**src/rtl/reg_arb_pkg.sv**
```systemverilog
// rtl/reg_arb_pkg.sv - shared state encoding and default sizes for reg_write_arbiter
package reg_arb_pkg;

  typedef enum logic [1:0] {
    IDLE  = 2'd0,
    WRITE = 2'd1,
    ACK   = 2'd2
  } state_e;

  localparam int NUM_REQ_DEF = 4;
  localparam int DATA_W_DEF  = 4;

endpackage

```
**src/rtl/reg_write_arbiter_rr_pick.sv**
```systemverilog
// rtl/reg_write_arbiter_rr_pick.sv - combinational winner select, searching from start and wrapping
module rr_pick #(
  parameter int N     = 4,
  parameter int IDX_W = $clog2(N)
) (
  input  logic [N-1:0]     req,
  input  logic [IDX_W-1:0] start,
  output logic [IDX_W-1:0] winner,
  output logic             valid
);

  // Walk from farthest to nearest so the requester closest to start overwrites.
  always_comb begin
    int idx;
    idx    = 0;
    winner = '0;
    valid  = 1'b0;
    for (int k = N - 1; k >= 0; k--) begin
      idx = (int'(start) + k) % N;
      if (req[idx]) begin
        winner = IDX_W'(idx);
        valid  = 1'b1;
      end
    end
  end

endmodule

```
**src/rtl/reg_write_arbiter.sv**
```systemverilog
// rtl/reg_write_arbiter.sv - arbitrates requester writes into one enabled register
// REG_ARB_RR_EN selects round-robin; otherwise fixed priority with index 0 highest.
module reg_write_arbiter
  import reg_arb_pkg::*;
#(
  parameter int  NUM_REQ = NUM_REQ_DEF,
  parameter int  DATA_W  = DATA_W_DEF,
  localparam int IDX_W   = $clog2(NUM_REQ)
) (
  input  logic                      clk,
  input  logic                      reset_n,
  input  logic [NUM_REQ-1:0]        req,
  input  logic [NUM_REQ*DATA_W-1:0] wdata,
  output logic [NUM_REQ-1:0]        ack,
  output logic                      reg_en,
  output logic [DATA_W-1:0]         reg_d,
  output logic [IDX_W-1:0]          gnt_id,
  output logic                      busy
);

  state_e             state_q, state_d;
  logic [NUM_REQ-1:0] ack_q, ack_d;
  logic               reg_en_q, reg_en_d;
  logic [DATA_W-1:0]  reg_d_q, reg_d_d;
  logic [IDX_W-1:0]   gnt_id_q, gnt_id_d;
  logic               busy_q, busy_d;
  logic [IDX_W-1:0]   start;
  logic [IDX_W-1:0]   winner;
  logic               win_valid;

`ifdef REG_ARB_RR_EN
  logic [IDX_W-1:0] ptr_q, ptr_d;
  assign start = ptr_q;

  always_ff @(posedge clk or negedge reset_n) begin
    if (!reset_n) ptr_q <= '0;
    else          ptr_q <= ptr_d;
  end
`else
  assign start = '0;
`endif

  rr_pick #(.N(NUM_REQ), .IDX_W(IDX_W)) u_pick (
    .req    (req),
    .start  (start),
    .winner (winner),
    .valid  (win_valid)
  );

  always_comb begin
    state_d  = state_q;
    ack_d    = '0;
    reg_en_d = 1'b0;
    reg_d_d  = reg_d_q;
    gnt_id_d = gnt_id_q;
`ifdef REG_ARB_RR_EN
    ptr_d    = ptr_q;
`endif
    case (state_q)
      IDLE: begin
        if (win_valid) begin
          state_d  = WRITE;
          reg_d_d  = wdata[int'(winner)*DATA_W +: DATA_W];
          gnt_id_d = winner;
          reg_en_d = 1'b1;
        end
      end
      WRITE: begin
        state_d         = ACK;
        ack_d[gnt_id_q] = 1'b1;
      end
      ACK: begin
        state_d = IDLE;
`ifdef REG_ARB_RR_EN
        ptr_d = (gnt_id_q == IDX_W'(NUM_REQ - 1)) ? '0 : gnt_id_q + 1'b1;
`endif
      end
      default: state_d = IDLE;
    endcase
    busy_d = (state_d != IDLE);
  end

  always_ff @(posedge clk or negedge reset_n) begin
    if (!reset_n) begin
      state_q  <= IDLE;
      ack_q    <= '0;
      reg_en_q <= 1'b0;
      reg_d_q  <= '0;
      gnt_id_q <= '0;
      busy_q   <= 1'b0;
    end else begin
      state_q  <= state_d;
      ack_q    <= ack_d;
      reg_en_q <= reg_en_d;
      reg_d_q  <= reg_d_d;
      gnt_id_q <= gnt_id_d;
      busy_q   <= busy_d;
    end
  end

  assign ack    = ack_q;
  assign reg_en = reg_en_q;
  assign reg_d  = reg_d_q;
  assign gnt_id = gnt_id_q;
  assign busy   = busy_q;

endmodule
```
**config.mk**
```make
export PLATFORM = sky130hd
export DESIGN_NAME = reg_write_arbiter
export DESIGN_NICKNAME = d
export VERILOG_FILES = /design/src/rtl/reg_arb_pkg.sv /design/src/rtl/reg_write_arbiter_rr_pick.sv /design/src/rtl/reg_write_arbiter.sv
export SDC_FILE = /design/constraint.sdc
export NUM_CORES = 1
export LEC_CHECK = 0
export BUFFER_PORTS_ARGS = -buffer_cell sky130_fd_sc_hd__buf_2
export CAP_MARGIN = 10
export CORE_MARGIN = 3
export CORE_UTILIZATION = 43
export DETAILED_ROUTE_END_ITERATION = 8
export PLACE_DENSITY = 0.76
export SETUP_SLACK_MARGIN = 0.2
export SYNTH_ARGS = -nofsm -noshare
export SYNTH_HDL_FRONTEND = slang
export SYNTH_SLANG_ARGS = --single-unit
```
**constraint.sdc**
```tcl
create_clock -name clk -period 1.5 [get_ports clk]
set_clock_uncertainty 0.2 [all_clocks]
set_input_delay 0.225 -clock clk [delete_from_list [all_inputs] [get_ports clk]]
set_output_delay 0.225 -clock clk [all_outputs]
set_load 0.05 [all_outputs]
```
==> results of run 1 <==
==> state kept, by name (all words and copies together), names as in the netlist <==
| name | cells |
|---|---|
| ack | 4 |
| busy | 1 |
| gnt_id | 2 |
| reg_d | 4 |
| reg_en | 1 |
| state_q | 2 |
==> power breakdown <==
part / internal [uW] / switching (uW) / leakage (uW)
Combinational: 558 / 823 / 0.000340
Clock: 148 / 124 / 0.0000210
Sequential: 537 / 107 / 0.000178
Total: 1240 / 1050 / 0.000538
==> area by class of cell <==
type / count / area share (%)
timing repair buffer: 41 / 28.01
tap: 15 / 1.827
multi-input combinational: 42 / 30.69
clock buffer: 4 / 3.532
inverter: 5 / 1.827
sequential: 14 / 34.10
==> critical path, stage by stage (launching register included) <==
cell	delay, ns
dfrtp_1	0.41
nor2_4	0.14
o41ai_4	0.09
buf_4	0.14
mux2_2	0.25
==> metrics by stage <==
| step | instances | worst slack [ns] | hold WS, ns | util, % | total power, uW |
|---|---|---|---|---|---|
| floorplan | 63 | 0.1629 | -0.2706 | - | 1451 |
| global placement | 110 | 0.05859 | -0.07565 | 61.27 | 1662 |
| detailed placement | 110 | 0.01128 | -0.06363 | 61.27 | 1685 |
| CTS | 120 | 0.1418 | 0.01749 | 71.02 | 2227 |
| global route | 121 | 0.1087 | 0.02715 | 73.43 | 2394 |
| finish | 121 | 0.1448 | 0.01773 | 73.43 | 2297 |
==> per-layer routing <==
layer / wire, um / up-vias
met5: 0 / -
met4: 24 / 0
met3: 84 / 4
met2: 930 / 21
met1: 666 / 296
li1: - / 309
==> synthesized netlist by cell type <==
master	instances	area, sq um
o2111ai_1	1	8.760
nor3b_1	1	7.510
a21oi_2	1	8.760
nand2b_1	2	12.51
nand2_1	7	26.28
o41ai_2	2	32.53
o21ai_1	2	10.01
mux2_2	1	11.26
nor2_4	1	11.26
or3_1	1	6.260
nor3_1	3	15.01
mux2i_1	2	20.02
dfrtp_1	14	350.3
buf_6	2	22.52
inv_1	5	18.77
a22o_2	2	20.02
nor2_1	7	26.28
and2b_2	1	8.760
a21oi_1	2	10.01
o22ai_1	2	12.51
a22oi_1	2	15.01
and3_1	1	6.260
o41ai_4	1	27.53
==> logic make-up (layout without fill, tap and decap cells) <==
group | count (synthesis) | count (layout) | synth area share [%]
AOI/OAI and AO/OA | 15 | 15 | 21.09
buffers and inverters | 7 | 50 | 6.000
DFF | 14 | 14 | 50.91
muxes | 3 | 3 | 4.545
and+or+nand+nor | 24 | 24 | 17.46
==> worst paths after layout <==
| kind | from | end | slack (ns) | cells after the start |
|---|---|---|---|---|
| setup / recovery | state_q[1]$_DFF_PN0_ | gnt_id[0]$_DFFE_PN0P_ | 0.14 | 4 |
| hold / removal | wdata[11] | reg_d[3]$_DFFE_PN0P_ | 0.02 | 3 |
| setup reg to reg | state_q[1]$_DFF_PN0_ | gnt_id[0]$_DFFE_PN0P_ | 0.14 | 4 |
| hold reg to reg | reg_d[0]$_DFFE_PN0P_ | reg_d[0]$_DFFE_PN0P_ | 0.32 | 2 |
| max in group asynchronous | reset_n | reg_en$_DFF_PN0_ | 0.70 | 2 |
| min in group asynchronous | reset_n | reg_d[0]$_DFFE_PN0P_ | 0.16 | 2 |
==> layout by cell type (no fill, tap or decap) <==
cell           count
clkbuf_4           4
nand2_1            6
nor3b_1            1
a22oi_2            2
o22ai_1            2
and2b_2            1
a21oi_1            2
o2111ai_2          1
mux2i_1            2
buf_6              8
mux2_2             1
dfrtp_1           14
inv_1              5
nor2_1             7
a21oi_2            1
dlygate4sd3_1      1
nor2_4             1
nand2_2            1
o41ai_2            2
buf_2             21
o21ai_1            2
or3_1              1
o41ai_4            1
and3_1             1
clkbuf_8           1
a22o_2             2
buf_4             10
nor3_1             3
nand2b_1           2
==> what timing repair did <==
action	in CTS	in global routing
endpoints found under the setup margin	12	16
resized for setup	16	12
pin swaps	4	1
setup buffers	5	1
hold endpoints to repair	14	0
hold buffers	1	0
==> summary.txt, run 1 <==
Timing
  • Final Max Tran Viols: 0
  • Tcrit/Tclk final: 90.34%
  • Fin. Hold Viols: 0
  • RSZ-0062 raised after global routing: true
  • Worst rel slew slack: 78.81%
  • Final setup viols: 0
  • Worst-Margin Slew: 0.3179 ns
  • Max Fclk: 737.9 MHz
  • Final Critical Period: 1.355 ns
  • Setup TNS Final: 0 ns

Global route
  • GR Util met3: 3.557%
  • GRT overflow: 0
  • GR Util met1: 19.41%
  • First-pass GRT wire length: 2559 um
  • Vias in the first global route: 584
  • GRT busiest layer: met2
  • Met2 track demand over resource: 32.69%
  • Initial antenna violation count: 0
  • Tot GR Track Use: 17.98%
  • Pin count of the biggest net entering global routing: 15

Cells and area
  • Area of the multi-input gates: 315.3 sq um
  • Layout area overhead: 49.27%
  • Reg area: 350.3 sq um
  • Layout cells sized above 1: 53.77%
  • # diodes: 0
  • Fillcell total: 97
  • Nets: 129
  • Final Cell Area: 1027 sq um

Yosys
  • Avg Synthesized Cell Area: 10.92 sq um
  • Synth Net Count: 85
  • Distinct cell type count after synthesis: 23
  • Cell Area, Synth: 688.2 sq um
  • Seq cells post-synth: 14
  • Synth warn: 0
  • Post-Syn Instances: 63
  • Sequential area share after synthesis: 50.91%

Routing
  • Vias: 630
  • Final ANT Viol Nets: 0
  • DRT Wirelength: 1706 um
  • 1st-pass router iterations: 3
  • # DRC: 0
  • DRT iter0 DRCs: 9
  • Via-to-Cell Ratio: 5.207
  • Wire per inst: 14.10 um

Worst setup path
  • CP Max Fanout: 2
  • Worst path arrival time: 1.33 ns
  • Crit. End Element: flop
  • Startpoint Class: flop
  • Setup CP Type: flop to flop
  • Worst endpoint required time: 1.47 ns

Clocking
  • Clk pin slew, worst setup/hold paths: 0.09 ns
  • Num Clock Sinks: 14
  • Clock Path Buffers: 2
  • CTS H-tree depth: 1
  • CTS tree: done
  • Clock root cell: clkbuf_4
  • Clk_lat worst skew: 0.28 ns
  • TritonCTS Buffers: 3

Run
  • Max_cap viols: 0

Floorplan
  • Die Area: 2116 sq um
  • Chip width: 46.01 um
  • Initial Util: 49.19%
  • Rows: 13
  • Core ar.: 1399 sq um
  • Die height: 46.01 um
  • I/O Pins: 34

Pwr
  • P_leak: 0.0005382 uW
  • Peak VDD IR: 1.286 mV
  • PwrDens: 2236 nW/um^2

Placed design
  • Detailed Place HPWL: 1198 um
  • I/O Buffers: 33
  • Routability Congestion: 0.7606
  • Placed cell area: 857.1 sq um

Status
  • Outcome: finished clean

Min path
  • Worst hold path class: input port to flop
(Power assumes the default switching activity.)
==> inputs of run 2 (changes only) <==
--- a/config.mk
+++ b/config.mk
@@ -10,8 +10,11 @@
 export CORE_MARGIN = 3
 export CORE_UTILIZATION = 43
 export DETAILED_ROUTE_END_ITERATION = 8
+export HOLD_SLACK_MARGIN = 0.06
 export PLACE_DENSITY = 0.76
 export SETUP_SLACK_MARGIN = 0.2
+export SLEW_MARGIN = 30
 export SYNTH_ARGS = -nofsm -noshare
 export SYNTH_HDL_FRONTEND = slang
+export SYNTH_HIERARCHICAL = 1
 export SYNTH_SLANG_ARGS = --single-unit
==> run 2 against run 1 <==
Against the previous run: the run now ends with setup timing left; non-clock buffer count increased by 8; sequential share of layout area decreased by 3.3 points; setup slack got worse by 0.23 ns; routed wire length is 2.1% higher; hold slack gained 0.14 ns; largest cell class is now multi-input gates; largest power group unchanged.
==> summary.txt, run 2 <==
Timing
  • Worst Hold Slack: 0.1545 ns (was 0.01773 ns)
  • RSZ-0062 raised after global routing: true (unchanged)
  • Setup TNS Final: -0.2608 ns (was 0 ns)
  • Final Critical Period: 1.589 ns (was 1.355 ns)
  • Max Fclk: 629.3 MHz (was 737.9 MHz)
  • Fin. Hold Viols: 0 (unchanged)
  • Final setup viols: 4 (was 0)
  • Final Max Tran Viols: 0 (unchanged)
  • Tcrit/Tclk final: 105.9% (was 90.34%)
  • Fin worst setup slack: -0.08905 ns (was 0.1448 ns)

Run
  • Max_cap viols: 0 (unchanged)

Floorplan
  • Die Area: 2083 sq um (was 2116 sq um)
  • Die height: 45.64 um (was 46.01 um)
  • Rows: 13 (unchanged)
  • Chip width: 45.64 um (was 46.01 um)
  • I/O Pins: 34 (unchanged)
  • Initial Util: 48.87% (was 49.19%)
  • Core ar.: 1383 sq um (was 1399 sq um)

Cells and area
  • Layout cells sized above 1: 64.49% (was 53.77%)
  • # diodes: 0 (unchanged)
  • Most common cell after layout, fill and taps aside: buf_2 (unchanged)
  • Most frequent cells in the layout: buf_2, buf_4, dfrtp_1 (was buf_2, dfrtp_1, buf_4)
  • Final Non-Filler Cells: 122 (was 121)
  • Nets: 131 (was 129)
  • Layout area overhead: 69.44% (was 49.27%)

Status
  • Outcome: finished, violations left (was finished clean)
  • Failing checks: setup timing

Global route
  • Initial antenna violation count: 0 (unchanged)
  • GRT overflow: 0 (unchanged)
  • First-pass GRT wire length: 2456 um (was 2559 um)
  • Pin count of the biggest net entering global routing: 15 (unchanged)
  • Vias in the first global route: 628 (was 584)
  • Tot GR Track Use: 17.23% (was 17.98%)

Yosys
  • Top cell type's share of synthesized area: 51.85% (was 50.91%)
  • Asr flop ratio synth: 100.0% (unchanged)
  • Post-Syn Instances: 47 (was 63)
  • Most frequent cells after synthesis: dfrtp_1, nor2_1, mux2_4, mux4_2, nor3b_1 (was dfrtp_1, nand2_1, nor2_1, inv_1, nor3_1)
  • Ys flop type: dfrtp_1 (unchanged)
  • Cell Area, Synth: 675.6 sq um (was 688.2 sq um)
  • Avg Synthesized Cell Area: 14.38 sq um (was 10.92 sq um)
  • Post-synth EDFFs: 0 (unchanged)
  • Seq cells post-synth: 14 (unchanged)
  • Synth area leaders: dfrtp_1, mux4_2, mux2_4 (was dfrtp_1, o41ai_2, o41ai_4)
  • Leading area contributor after synthesis: dfrtp_1 (unchanged)
  • Distinct cell type count after synthesis: 17 (was 23)
  • Synth warn: 6 (was 0)
  • Sequential area share after synthesis: 51.85% (was 50.91%)
  • Top-count cell post-synth: dfrtp_1 (unchanged)

Worst setup path
  • Worst path arrival time: 1.55 ns (was 1.33 ns)
  • Worst endpoint required time: 1.46 ns (was 1.47 ns)
  • Setup CP Type: input port to flop (was flop to flop)
  • Startpoint Class: input port (was flop)
  • CP Max Fanout: 5 (was 2)
  • Crit. End Element: flop (unchanged)

Placed design
  • Detailed Place HPWL: 1128 um (was 1198 um)
  • Pre-CTS WS: -0.4713 ns (was 0.01128 ns)
  • Routability Congestion: 0.6852 (was 0.7606)
  • Placed cell count: 111 (was 110)
  • I/O Buffers: 33 (unchanged)

Clocking
  • Clock root cell: clkbuf_4 (unchanged)
  • TritonCTS Buffers: 3 (unchanged)
  • Clock Path Buffers: 2 (unchanged)
  • CTS tree: done (unchanged)
  • CTS H-tree depth: 1 (unchanged)
  • Clk pin slew, worst setup/hold paths: 0.08 ns (was 0.09 ns)
  • Clk_lat worst skew: 0.28 ns (about the same)
  • Num Clock Sinks: 14 (unchanged)

Pwr
  • Peak VDD IR: 0.9968 mV (was 1.286 mV)
  • Power, Total: 2326 uW (was 2297 uW)
  • P_leak: 0.0005944 uW (was 0.0005382 uW)
  • PwrDens: 2032 nW/um^2 (was 2236 nW/um^2)

Min path
  • Worst hold path class: input port to async pin (was input port to flop)

Routing
  • DRT iter0 DRCs: 1 (was 9)
  • Via-to-Cell Ratio: 4.869 (was 5.207)
  • DRT Wirelength: 1742 um (was 1706 um)
  • Vias: 594 (was 630)
  • 1st-pass router iterations: 4 (was 3)
  • Final ANT Viol Nets: 0 (unchanged)
  • Wire per inst: 14.28 um (was 14.10 um)
  • # DRC: 0 (unchanged)
==> run 2: cell count changes in the layout (fill, tap and decap cells not counted), sizes merged, moves of 3 or more <==
cell and delta:
conb +9, mux4 +4, inv -5, nand2 -5
nor3b +3, buf +7, nor3 -3, mux2 +5
o41ai -3
==> run 2: report_power, final <==
part           switching [uW]  internal [uW]  leakage, uW
logic                     824            647     0.000410
registers                 106            547     0.000171
clock network             109           93.1    0.0000138
total                    1040           1290     0.000594
==> run 2: repair_timing <==
action                     in CTS  in global routing
setup endpoints to repair      12                 12
hold buffers                    1                  0
pin swaps                       2                  1
resized for setup              14                 13
setup buffers                   5                  2
hold endpoints to repair       14                  0
==> run 2: cells by family (layout without fill, tap and decap cells) <==
kind of cell,after synthesis,count (layout),synth area share (%)
compound gates,3,3,3.703
buf+inv,0,52,0
flops,14,14,51.85
mux,11,11,27.04
other cells,1,9,0.5550
simple gates,18,18,16.85
==> run 2: layout make-up <==
cell class | count | area (sq um)
clock buffer | 3 | 22.52
fill | 83 | 237.7
multi-input combinational | 41 | 400.4
sequential | 14 | 352.8
tap | 15 | 18.77
timing repair buffer | 49 | 350.3
==> run 2: final timing paths <==
path	start	endpoint	slack, ns	cells past startpoint
hold reg to reg	reg_d[3]$_DFFE_PN0P_	reg_d[3]$_DFFE_PN0P_	0.32	1
hold / removal	reset_n	ack[1]$_DFF_PN0_	0.15	2
setup reg to reg	state_q[1]$_DFF_PN0_	gnt_id[0]$_DFFE_PN0P_	0.01	3
max in group asynchronous	reset_n	gnt_id[1]$_DFFE_PN0P_	0.70	2
setup / recovery	req[2]	reg_d[2]$_DFFE_PN0P_	-0.09	7
min in group clk	wdata[9]	reg_d[1]$_DFFE_PN0P_	0.19	3
==> run 2: critical path: stages <==
cell and delay, ns:
buf_8 0.10, nand2b_4 0.06, a21oi_4 0.06, a211oi_4 0.17, buf_6 0.16, mux4_2 0.51
mux2_4 0.27
==> run 2: metal layers <==
metal / global-route usage (%) / wire (um) / vias to the layer above
met5: 0 / 0 / -
met4: 10.53 / 25 / 0
met3: 3.557 / 127 / 4
met2: 30.92 / 1019 / 24
met1: 17.97 / 570 / 284
li1: - / - / 282
==> run 2: stage by stage <==
| stage | utilization, % | instance area, sq um |
|---|---|---|
| finish | 82.81 | 1145 |
| floorplan | - | 728.2 |
| detailed placement | 70.32 | 972.2 |
| global route | 82.81 | 1145 |
| global placement | 70.32 | 972.2 |
| CTS | 78.64 | 1087 |
